`config.mk`:
```
export PLATFORM = sky130hd
export DESIGN_NAME = uart_rx
export DESIGN_NICKNAME = d
export VERILOG_FILES = /design/src/rtl/uart_pkg.sv /design/src/rtl/sync_2ff.sv /design/src/rtl/uart_rx.sv
export SDC_FILE = /design/constraint.sdc
export NUM_CORES = 1
export LEC_CHECK = 0
export BUFFER_PORTS_ARGS = -buffer_cell sky130_fd_sc_hd__buf_2
export CORE_MARGIN = 8
export CORE_UTILIZATION = 58
export DETAILED_ROUTE_END_ITERATION = 6
export PLACE_DENSITY = 0.88
export SYNTH_ARGS = -nofsm -noshare
export SYNTH_HDL_FRONTEND = slang
export SYNTH_HIERARCHICAL = 1
export SYNTH_SLANG_ARGS = --single-unit
```
`constraint.sdc`:
```
create_clock -name clk -period 2.2 [get_ports clk]
set_input_delay 0 -clock clk [delete_from_list [all_inputs] [get_ports clk]]
set_output_delay 0 -clock clk [all_outputs]
set_load 0.005 [all_outputs]
```
`src/rtl/uart_pkg.sv`:
```
// Shared UART definitions: receiver state encoding, default line settings and
// the bit-timing derivation used by both the receiver and the transmitter.
package uart_pkg;

    typedef enum logic [1:0] {
        IDLE  = 2'd0,
        START = 2'd1,
        DATA  = 2'd2,
        STOP  = 2'd3
    } rx_state_t;

    localparam int unsigned DEFAULT_CLK_FREQ  = 50000000;
    localparam int unsigned DEFAULT_BAUD_RATE = 9600;

    // Clocks per bit; valid results lie in 4..65535 so they fit a 16-bit counter.
    function automatic int unsigned bit_period(input int unsigned clk_freq,
                                               input int unsigned baud_rate);
        return clk_freq / baud_rate;
    endfunction

    function automatic int unsigned half_period(input int unsigned clk_freq,
                                                input int unsigned baud_rate);
        return bit_period(clk_freq, baud_rate) / 2;
    endfunction

endpackage

```
`src/rtl/sync_2ff.sv`:
```
// Generic two-flop synchroniser for a single asynchronous input; both flops
// reset to RESET_VAL so an idle-high line does not look like an edge.
module sync_2ff #(
    parameter logic RESET_VAL = 1'b1
) (
    input  logic clk,
    input  logic rst,
    input  logic d,
    output logic q
);

    logic meta;

    always_ff @(posedge clk) begin
        if (rst) begin
            meta <= RESET_VAL;
            q    <= RESET_VAL;
        end else begin
            meta <= d;
            q    <= meta;
        end
    end

endmodule

```
`src/rtl/uart_rx.sv`:
```
// 8N1 UART receiver: synchronises rx, detects the start edge, samples every
// bit at its midpoint and reports each frame with a one-cycle pulse.
module uart_rx
    import uart_pkg::*;
#(
    parameter int unsigned CLK_FREQ  = DEFAULT_CLK_FREQ,
    parameter int unsigned BAUD_RATE = DEFAULT_BAUD_RATE
) (
    input  logic       clk,
    input  logic       rst,
    input  logic       rx,
    output logic [7:0] data,
    output logic       rx_done,
    output logic       frame_err,
    output logic       busy
);

    localparam int unsigned BIT_PERIOD  = bit_period(CLK_FREQ, BAUD_RATE);
    localparam int unsigned HALF_PERIOD = half_period(CLK_FREQ, BAUD_RATE);
    localparam logic [15:0] BIT_LAST    = 16'(BIT_PERIOD - 1);
    localparam logic [15:0] HALF_LAST   = 16'(HALF_PERIOD - 1);

    rx_state_t   state, state_d;
    logic [15:0] clk_count, count_d;
    logic [2:0]  bit_index, index_d;
    logic [7:0]  shift, shift_d;
    logic [7:0]  data_d;
    logic        done_d, ferr_d, busy_d;
    logic        rx_sync, rx_prev;
    logic        start_edge;

    sync_2ff #(.RESET_VAL(1'b1)) u_sync (
        .clk (clk),
        .rst (rst),
        .d   (rx),
        .q   (rx_sync)
    );

    always_ff @(posedge clk) begin
        if (rst) rx_prev <= 1'b1;
        else     rx_prev <= rx_sync;
    end

    // Only a genuine high-to-low transition starts a frame; a stuck-low line never does.
    assign start_edge = rx_prev & ~rx_sync;

    always_ff @(posedge clk) begin
        if (rst) begin
            state     <= IDLE;
            clk_count <= 16'd0;
            bit_index <= 3'd0;
            data      <= 8'h00;
            rx_done   <= 1'b0;
            frame_err <= 1'b0;
            busy      <= 1'b0;
        end else begin
            state     <= state_d;
            clk_count <= count_d;
            bit_index <= index_d;
            data      <= data_d;
            rx_done   <= done_d;
            frame_err <= ferr_d;
            busy      <= busy_d;
        end
    end

    // The shift register only carries payload; it is qualified by the FSM and needs no reset.
    always_ff @(posedge clk) begin
        shift <= shift_d;
    end

    always_comb begin
        state_d = state;
        count_d = clk_count + 16'd1;
        index_d = bit_index;
        shift_d = shift;
        data_d  = data;
        done_d  = 1'b0;
        ferr_d  = 1'b0;
        busy_d  = busy;

        case (state)
            IDLE: begin
                count_d = 16'd0;
                busy_d  = 1'b0;
                if (start_edge) begin
                    state_d = START;
                    busy_d  = 1'b1;
                end
            end

            START: begin
                if (clk_count == HALF_LAST) begin
                    count_d = 16'd0;
                    if (!rx_sync) begin
                        state_d = DATA;
                        index_d = 3'd0;
                    end else begin
                        state_d = IDLE;
                        busy_d  = 1'b0;
                    end
                end
            end

            DATA: begin
                if (clk_count == BIT_LAST) begin
                    count_d = 16'd0;
                    shift_d = {rx_sync, shift[7:1]};
                    index_d = bit_index + 3'd1;
                    if (bit_index == 3'd7) state_d = STOP;
                end
            end

            STOP: begin
                if (clk_count == BIT_LAST) begin
                    count_d = 16'd0;
                    state_d = IDLE;
                    busy_d  = 1'b0;
                    if (rx_sync) begin
                        data_d = shift;
                        done_d = 1'b1;
                    end else begin
                        ferr_d = 1'b1;
                    end
                end
            end

            default: begin
                state_d = IDLE;
                count_d = 16'd0;
                busy_d  = 1'b0;
            end
        endcase
    end

endmodule

```
==> flow_summary.ini, run 1 <==
[setup_path]
start_kind = flip-flop
cp-end-kind = flip-flop
r2r_cells = 4
regToRegStartpoint = clk_count[0]$_SDFF_PP0_
crit_slowest_cell = dfxtp_1
required_ns = 2.24
slowest_delay_ns = 0.39
regToRegEndpoint = shift[7]$_DFFE_PP_
critPathKind = flip-flop to flip-flop
reg2reg_setup_slack_ns = 0.32
path_cells = ha_1 -> and4bb_4 -> and4_2 -> and2_1
critPathMaxFanout = 8
cp-endpoint = shift[7]$_DFFE_PP_
crit_arrival_ns = 1.92
startpoint = clk_count[0]$_SDFF_PP0_

[global_routing]
antenna_found_initial = 0
grtUsageTotal = 0.142
grt_pass1_vias = 1302
grt_pass1_wl_um = 5880
grt_start_max_net_pins = 38
grt_overflow = 0

[logic_synthesis]
syn_area_um2 = 1910
synth.distinct_cells = 43
synth_ff_type = dfxtp_1
synth_seq_cells = 43
synth_edf_count = 8
ys_seq_area_frac = 0.492
synth.avg_cell_area_um2 = 10.4
synthCells = 184
async_flop_share = 0
synthesis.nets = 190
ys_warn_count = 6

[timing]
min_period_ns = 1.88
tns_ns = 0
maxSlewHeadroom = 0.596
fin_crit_sh = 0.855
grt_setup_unrepaired = no
hold_violations = 0
fin_skew_ns = 0.0170
setup_viol = 0
drv_slew = 0
max_freq_mhz = 532
worst_pin_slew_ns = 0.606
finalWorstSetupSlack_ns = 0.319

[detailed_routing]
drt_iter0_markers = 62
dr.pass1.iters = 4
avgRoutedWirePerCell_um = 14.1
routed_wirelength_um = 3450
antenna_left = 0
vias = 1396
drc_errors = 0
viasPerCell = 5.72

[clock_network]
cts_htree_levels = 2
clk_path_buf_depth = 2
tritoncts = built
cts_root_buffer = clkbuf_4
cts-resized-gates = 0
cts_buffers = 5
numClockSinks = 43
clock_latency_ns = 0.37
cts_setup_buffers = 0
clkTransAtPathRegs_ns = 0.11

[power_and_ir_drop]
vdd_drop_max_mv = 0.435
total_power_uw = 1220
p_leak_uw = 0.000669
power_density_nw_per_um2 = 599

[layout]
fin_cells = 244
final_common_cell = dfxtp_1
mostFrequentLayoutCells = dfxtp_1, nor3_1, nand3_1
nNetsFinal = 203
area_delta_synth_final_pct = 6.08
antenna-diode-count = 0
drive_gt1_frac = 0.207

[min_path]
hold_class = primary input to flip-flop

[floorplanning]
die_w_um = 73.4
start_util = 0.587
die_height_um = 73.4
core_area_um2 = 3260
ios = 14
fp-row-count = 21
die_area_um2 = 5390

[placed_design]
routabilityCongestion = 0.807
placedCellCount = 235
port_buffers = 13
preCtsSetupSlack_ns = 0.329
dp_hpwl_um = 2330

[job]
cap_violations = 0

[outcome]
status = complete, no violations
[sequential cells by signal (all words and copies together) (netlist names), named ones only]
name,cells
bit_index,3
busy,1
clk_count,16
data,8
frame_err,1
rx_done,1
rx_prev,1
shift,8
state,1
u_sync/meta,1
u_sync/q,1
[per-stage QoR]
step / instance area [µm²] / util / hold WS (ns)
after global routing: 2030 / 0.623 / 0.143
after global placement: 1970 / 0.603 / 0.179
after CTS: 2030 / 0.623 / 0.119
after floorplan: 1910 / - / 0.0971
after detailed placement: 1970 / 0.603 / 0.191
final: 2030 / 0.623 / 0.128
[critical path: cells and delay by family, from the launching register on]
family	cells	cell delay, ns
flops	1	0.39
fa+ha+maj	1	0.26
simple gates	3	0.92
[cells by family after synthesis]
group / Yosys count / synth area share
simple gates: 80 / 0.275
xor+xnor: 14 / 0.0641
buf+inv: 16 / 0.0562
fa+ha+maj: 3 / 0.0196
flops: 43 / 0.492
compound gates: 28 / 0.0929
[how the worst min path moves through the flow]
stage / from / depth (start not counted) / slack [ns] / end
floorplan: rx / 1 / 0.1 / u_sync/meta$_SDFF_PP1_
global placement: rx / 2 / 0.18 / u_sync/meta$_SDFF_PP1_
detailed placement: rx / 2 / 0.19 / u_sync/meta$_SDFF_PP1_
CTS: rst / 2 / 0.12 / rx_done$_SDFF_PP0_
global route: rst / 2 / 0.14 / rx_done$_SDFF_PP0_
finish: rst / 2 / 0.13 / rx_done$_SDFF_PP0_
[final cells by class]
| class | instances | area [µm²] |
|---|---|---|
| fillers | 272 | 1230 |
| flip-flops and latches | 43 | 941 |
| multi-input cells | 125 | 865 |
| repair buffers | 16 | 90.1 |
| well taps | 46 | 57.6 |
| clock buffers | 6 | 41.3 |
| inverters | 6 | 22.5 |
| clock inverters | 2 | 12.5 |
[synthesized netlist by cell type (all sizes together) (2+ instances only)]
library cell | instances | area share
xnor2 | 12 | 0.055
nand2 | 7 | 0.018
nor3 | 21 | 0.061
and4 | 2 | 0.0098
or2 | 5 | 0.016
xor2 | 2 | 0.0092
nor2 | 7 | 0.014
o21ai | 9 | 0.024
clkbuf | 5 | 0.020
nor4 | 4 | 0.013
nand4 | 6 | 0.034
ha | 3 | 0.020
buf | 5 | 0.024
inv | 6 | 0.012
and4bb | 5 | 0.035
nand3 | 16 | 0.044
dfxtp | 35 | 0.37
or2b | 2 | 0.0092
a21oi | 11 | 0.029
o32ai | 2 | 0.0092
edfxtp | 8 | 0.13
[metal layers]
metal | part of all wire | global-route usage
met2 | 0.45 | 0.209
met4 | 0.022 | 0.0754
met5 | 0 | 0
met1 | 0.48 | 0.179
met3 | 0.047 | 0.0464
[power by group]
part | internal, µW | switching, µW
clock | 123 | 255
combinational | 10.4 | 20.5
sequential | 803 | 4.66
[timing repair]
| item | CTS | global route |
|---|---|---|
| setup endpoints to repair | 0 | 0 |
| hold endpoints to repair | 1 | 0 |
| hold buffers | 1 | 0 |
Note: power is estimated with default switching activity, not from simulation.
==> run 2, diff against run 1 <==
Settings changed: BUFFER_PORTS_ARGS -buffer_cell sky130_fd_sc_hd__buf_2 to -buffer_cell sky130_fd_sc_hd__buf_4, SETUP_SLACK_MARGIN set to 0.3.
==> run 2 against run 1 <==
Compared with the run above: clock power up 60%; sequential share of layout area down 2.3 points; clock skew down 0.0032 ns; highest routed layer unchanged; flip-flop and latch count unchanged; fmax up 4.9%; non-clock buffer count up 3; worst hold slack worse by 0.11 ns.
==> flow_summary.ini, run 2 (synthesized netlist as in run 1, its figures left out) <==
[placed_design]
port_buffers = 13
dpl_cell_area_um2 = 1990
dp_hpwl_um = 2440
preCtsSetupSlack_ns = 0.314
routabilityCongestion = 0.814

[timing]
finalWorstSetupSlack_ns = 0.406
max_freq_mhz = 558
drv_slew = 0
fin_crit_sh = 0.815
tns_ns = 0
fin_skew_ns = 0.0139
worst_pin_slew_ns = 0.354
setup_viol = 0
grt_setup_unrepaired = no
maxSlewHeadroom = 0.762
hold_violations = 0
min_period_ns = 1.79

[setup_path]
critPathMaxFanout = 10
required_ns = 2.45
critPathKind = flip-flop to flip-flop
regToRegStartpoint = clk_count[0]$_SDFF_PP0_
start_kind = flip-flop
startpoint = clk_count[0]$_SDFF_PP0_
cp-end-kind = flip-flop
crit_arrival_ns = 2.04

[layout]
final_util = 0.655
fill_cells = 283
drive_gt1_frac = 0.229
mostFrequentLayoutCells = dfxtp_1, nor3_1, buf_4
antenna-diode-count = 0
top_register = clk_count
nNetsFinal = 206
seqCellArea_um2 = 941
final_common_cell = dfxtp_1
reg.largest.list = clk_count (16), data (8), shift (8)
multi_input_area_um2 = 867
largest_register_ffs = 16
fin_area_um2 = 2130
area_delta_synth_final_pct = 11.6

[clock_network]
cts_htree_levels = 2
cts_buffers = 5
cts_root_buffer = clkbuf_4
clkTransAtPathRegs_ns = 0.13
tritoncts = built
numClockSinks = 43
clk_path_buf_depth = 2
clock_latency_ns = 0.36

[detailed_routing]
drc_errors = 0
dr.pass1.iters = 4
vias = 1436
viasPerCell = 5.81
antenna_left = 0
avgRoutedWirePerCell_um = 15.1
routed_wirelength_um = 3730
drt_iter0_markers = 87

[global_routing]
grt_pass1_wl_um = 6090
antenna_found_initial = 0
grt_pass1_vias = 1340
grt_overflow = 0
grtUsageTotal = 0.147
grt_start_max_net_pins = 38

[power_and_ir_drop]
power_density_nw_per_um2 = 679
total_power_uw = 1450
vdd_drop_max_mv = 0.500
p_leak_uw = 0.000707

[floorplanning]
die_height_um = 73.4
die_area_um2 = 5390
fp-row-count = 21
start_util = 0.587
core_area_um2 = 3260
die_w_um = 73.4
ios = 14

[min_path]
worstHoldStart = rst
hold_class = primary input to flip-flop

[job]
cap_violations = 0

[outcome]
status = complete, no violations
## run 2: cell types whose count changed in the layout (fill, tap and decap cells not counted), sizes merged
cell | previous run | this run
clkinvlp | 1 | 0
bufinv | 0 | 2
buf | 15 | 18
clkinv | 1 | 0
## run 2: power breakdown
part / internal (µW) / switching (µW) / total (µW)
Sequential: 803 / 5.16 / 808
Clock: 355 / 250 / 605
Combinational: 15.0 / 21.9 / 37.0
## run 2: stage by stage
step	hold WS [ns]	instances
6_report	0.0159	247
5_1_grt	0.0125	247
4_1_cts	0.00274	247
3_5_place_dp	0.184	234
3_3_place_gp	0.179	234
2_1_floorplan	0.0971	184
## run 2: critical path, stage by stage, from the launching register on
cell and delay [ns]:
dfxtp_1 0.39, ha_1 0.28, and4bb_4 0.29, and4_2 0.39, o2bb2ai_1 0.20, o22ai_1 0.14
## run 2: cell type report
type,count,area share
Sequential cell,43,0.441
Multi-Input combinational cell,125,0.406
Timing Repair Buffer,19,0.0680
Clock inverter,2,0.0281
Tap cell,46,0.0270
Clock buffer,6,0.0193
Inverter,6,0.0106
## run 2: routing by layer
layer | share of wire | global-route usage
met1 | 0.44 | 0.168
met2 | 0.48 | 0.237
met3 | 0.048 | 0.0505
met4 | 0.025 | 0.0776
met5 | 0 | 0
## run 2: final timing paths
check	endpoint	slack, ns	cells after the start
setup reg to reg	bit_index[0]$_SDFFE_PP0P_	0.41	5
setup / recovery	bit_index[0]$_SDFFE_PP0P_	0.41	5
hold reg to reg	u_sync/q$_SDFF_PP1_	0.43	1
hold / removal	rx_done$_SDFF_PP0_	0.02	2
## run 2: timing repair
| item | 4_1_cts | 5_1_grt |
|---|---|---|
| hold buffers | 1 | 0 |
| gates resized for setup | 0 | 2 |
| gates cloned | 0 | 0 |
| endpoints found under the setup margin | 1 | 11 |
| pin swaps | 1 | 0 |
| endpoints found under the hold margin | 1 | 0 |
| setup buffers | 4 | 0 |
==> run 3, diff against run 2 <==
Clock period 2.2 ns to 1.7 ns, I/O delays scaled along.
==> run 3 against run 2 <==
Compared with the run above: worst setup slack worse by 0.26 ns; combinational power is 52% higher; worst hold slack better by 0.038 ns; final area is 8.3% higher; global-route usage is 1.2 points higher; core utilization is 5.5 points higher; count of clock-buffer cells in the layout is 1 lower; via count is 4.9% higher; die area stayed put; first-iteration DRC count grew to 2.6 times the previous value.
==> flow_summary.ini, run 3 (synthesized netlist as in run 1, its figures left out) <==
[detailed_routing]
routed_wirelength_um = 4360
dr.pass1.iters = 4
viasPerCell = 5.91
drt_iter0_markers = 223
avgRoutedWirePerCell_um = 17.1
antenna_left = 0
drc_errors = 0
vias = 1506

[setup_path]
critical-path-top-delay-family = simple AND/OR/NAND/NOR gates
start_kind = flip-flop
cp.buffers_inverters = 1
startpoint = clk_count[15]$_SDFF_PP0_
critPathKind = flip-flop to flip-flop
critPathMaxFanout = 16
cp-end-kind = flip-flop
crit_arrival_ns = 1.79
regToRegStartpoint = clk_count[15]$_SDFF_PP0_
path_cells = nor4b_4 -> nand4_4 -> a22oi_4 -> buf_12 -> nor3_1
slowest_delay_ns = 0.38
crit_slowest_cell = nor4b_4
reg2reg_setup_slack_ns = 0.15
r2r_cells = 5
critical_path_depth = 5
regToRegEndpoint = clk_count[5]$_SDFF_PP0_
cp-endpoint = clk_count[5]$_SDFF_PP0_
required_ns = 1.94

[clock_network]
clkTransAtPathRegs_ns = 0.13
tritoncts = built
clock_latency_ns = 0.36
cts_root_buffer = clkbuf_4
clk_path_buf_depth = 2
cts_htree_levels = 2
numClockSinks = 43
cts_buffers = 5

[global_routing]
grt_overflow = 0
grt_start_max_net_pins = 38
grtUsageTotal = 0.160
grt_pass1_wl_um = 6620
grt_pass1_vias = 1455
antenna_found_initial = 0

[floorplanning]
die_w_um = 73.4
start_util = 0.587
core_area_um2 = 3260
die_height_um = 73.4
ios = 14
fp-row-count = 21
die_area_um2 = 5390

[timing]
setup_viol = 0
max_freq_mhz = 643
min_period_ns = 1.55
fin_crit_sh = 0.914
tns_ns = 0
hold_violations = 0
maxSlewHeadroom = 0.693
whs_ns = 0.0542
grt_setup_unrepaired = yes
fin_skew_ns = 0.0121
worst_pin_slew_ns = 0.460
drv_slew = 0

[layout]
mostFrequentLayoutCells = dfxtp_1, buf_4, nor3_1
drive_gt1_frac = 0.402
top_register = clk_count
fill_cells = 222
largest_register_ffs = 16
nNetsFinal = 214
final_common_cell = dfxtp_1
antenna-diode-count = 0
fin_area_um2 = 2310
reg.largest.list = clk_count (16), data (8), shift (8)
final_util = 0.710
area_delta_synth_final_pct = 20.9

[placed_design]
dpl_cell_area_um2 = 2040
port_buffers = 13
dp_hpwl_um = 2520
routabilityCongestion = 0.855

[outcome]
status = complete, no violations

[job]
cap_violations = 0

[power_and_ir_drop]
p_leak_uw = 0.000722
vdd_drop_max_mv = 0.502
power_density_nw_per_um2 = 686

[min_path]
hold_class = primary input to flip-flop
## run 3: changes by cell type in the layout (fill, tap and decap cells not counted), sizes merged
cell	previous run	this run
clkinvlp	0	1
clkinv	0	2
bufinv	2	0
buf	18	26
clkbuf	6	5
## run 3: worst reg2reg max path, delay by kind of cell (launching register included)
family	cells	cell delay, ns
simple gates	3	0.63
flops	1	0.37
compound gates	1	0.26
buf+inv	1	0.17
## run 3: stage by stage
| stage | power [µW] | cells | setup slack [ns] |
|---|---|---|---|
| 2_1_floorplan | 1100 | 184 | 0.221 |
| 3_5_place_dp | 1110 | 237 | 0.0512 |
| 4_1_cts | 1570 | 253 | 0.160 |
| 6_report | 1590 | 255 | 0.145 |
| 3_3_place_gp | 1110 | 237 | 0.166 |
| 5_1_grt | 1640 | 255 | 0.0713 |
## run 3: area by class of cell
| class | count | area (µm²) | area share |
|---|---|---|---|
| multi-input combinational | 125 | 983 | 0.425 |
| clock buffer | 5 | 37.5 | 0.0162 |
| inverter | 6 | 22.5 | 0.00974 |
| sequential | 43 | 960 | 0.415 |
| tap | 46 | 57.6 | 0.0249 |
| clock inverter | 3 | 15.0 | 0.00649 |
| timing repair buffer | 27 | 236 | 0.102 |
## run 3: worst min-delay path by stage
stage                             endpoint  slack (ns)  cells past startpoint  from
detailed placement  u_sync/meta$_SDFF_PP1_        0.19                      2    rx
floorplan           u_sync/meta$_SDFF_PP1_         0.1                      1    rx
CTS                   data[7]$_SDFFE_PP0P_        0.03                      2   rst
global placement    u_sync/meta$_SDFF_PP1_        0.18                      2    rx
global route                     flip-flop        0.06                      2   rst
finish                data[1]$_SDFFE_PP0P_        0.05                      2   rst
## run 3: power breakdown
| part | switching, µW | internal (µW) | leakage, µW |
|---|---|---|---|
| combinational | 33.0 | 23.4 | 0.000334 |
| sequential | 7.40 | 1040 | 0.000361 |
| clock | 332 | 152 | 0.0000263 |
| total | 373 | 1210 | 0.000722 |
## run 3: what timing repair did
| action | CTS | global route |
|---|---|---|
| setup endpoints to repair | 38 | 39 |
| buffers inserted | 7 | 2 |
| hold buffers | 1 | 0 |
| gates cloned | 0 | 0 |
| hold endpoints to repair | 1 | 0 |
| resized for setup | 30 | 15 |
| pin swaps | 21 | 6 |
## run 3: layer usage
| metal | track usage | vias to the layer above | share of wire |
|---|---|---|---|
| met5 | 0 | - | 0 |
| met4 | 0.0820 | 0 | 0.031 |
| met3 | 0.0505 | 14 | 0.051 |
| met2 | 0.251 | 47 | 0.50 |
| met1 | 0.190 | 725 | 0.42 |
| li1 | - | 720 | - |
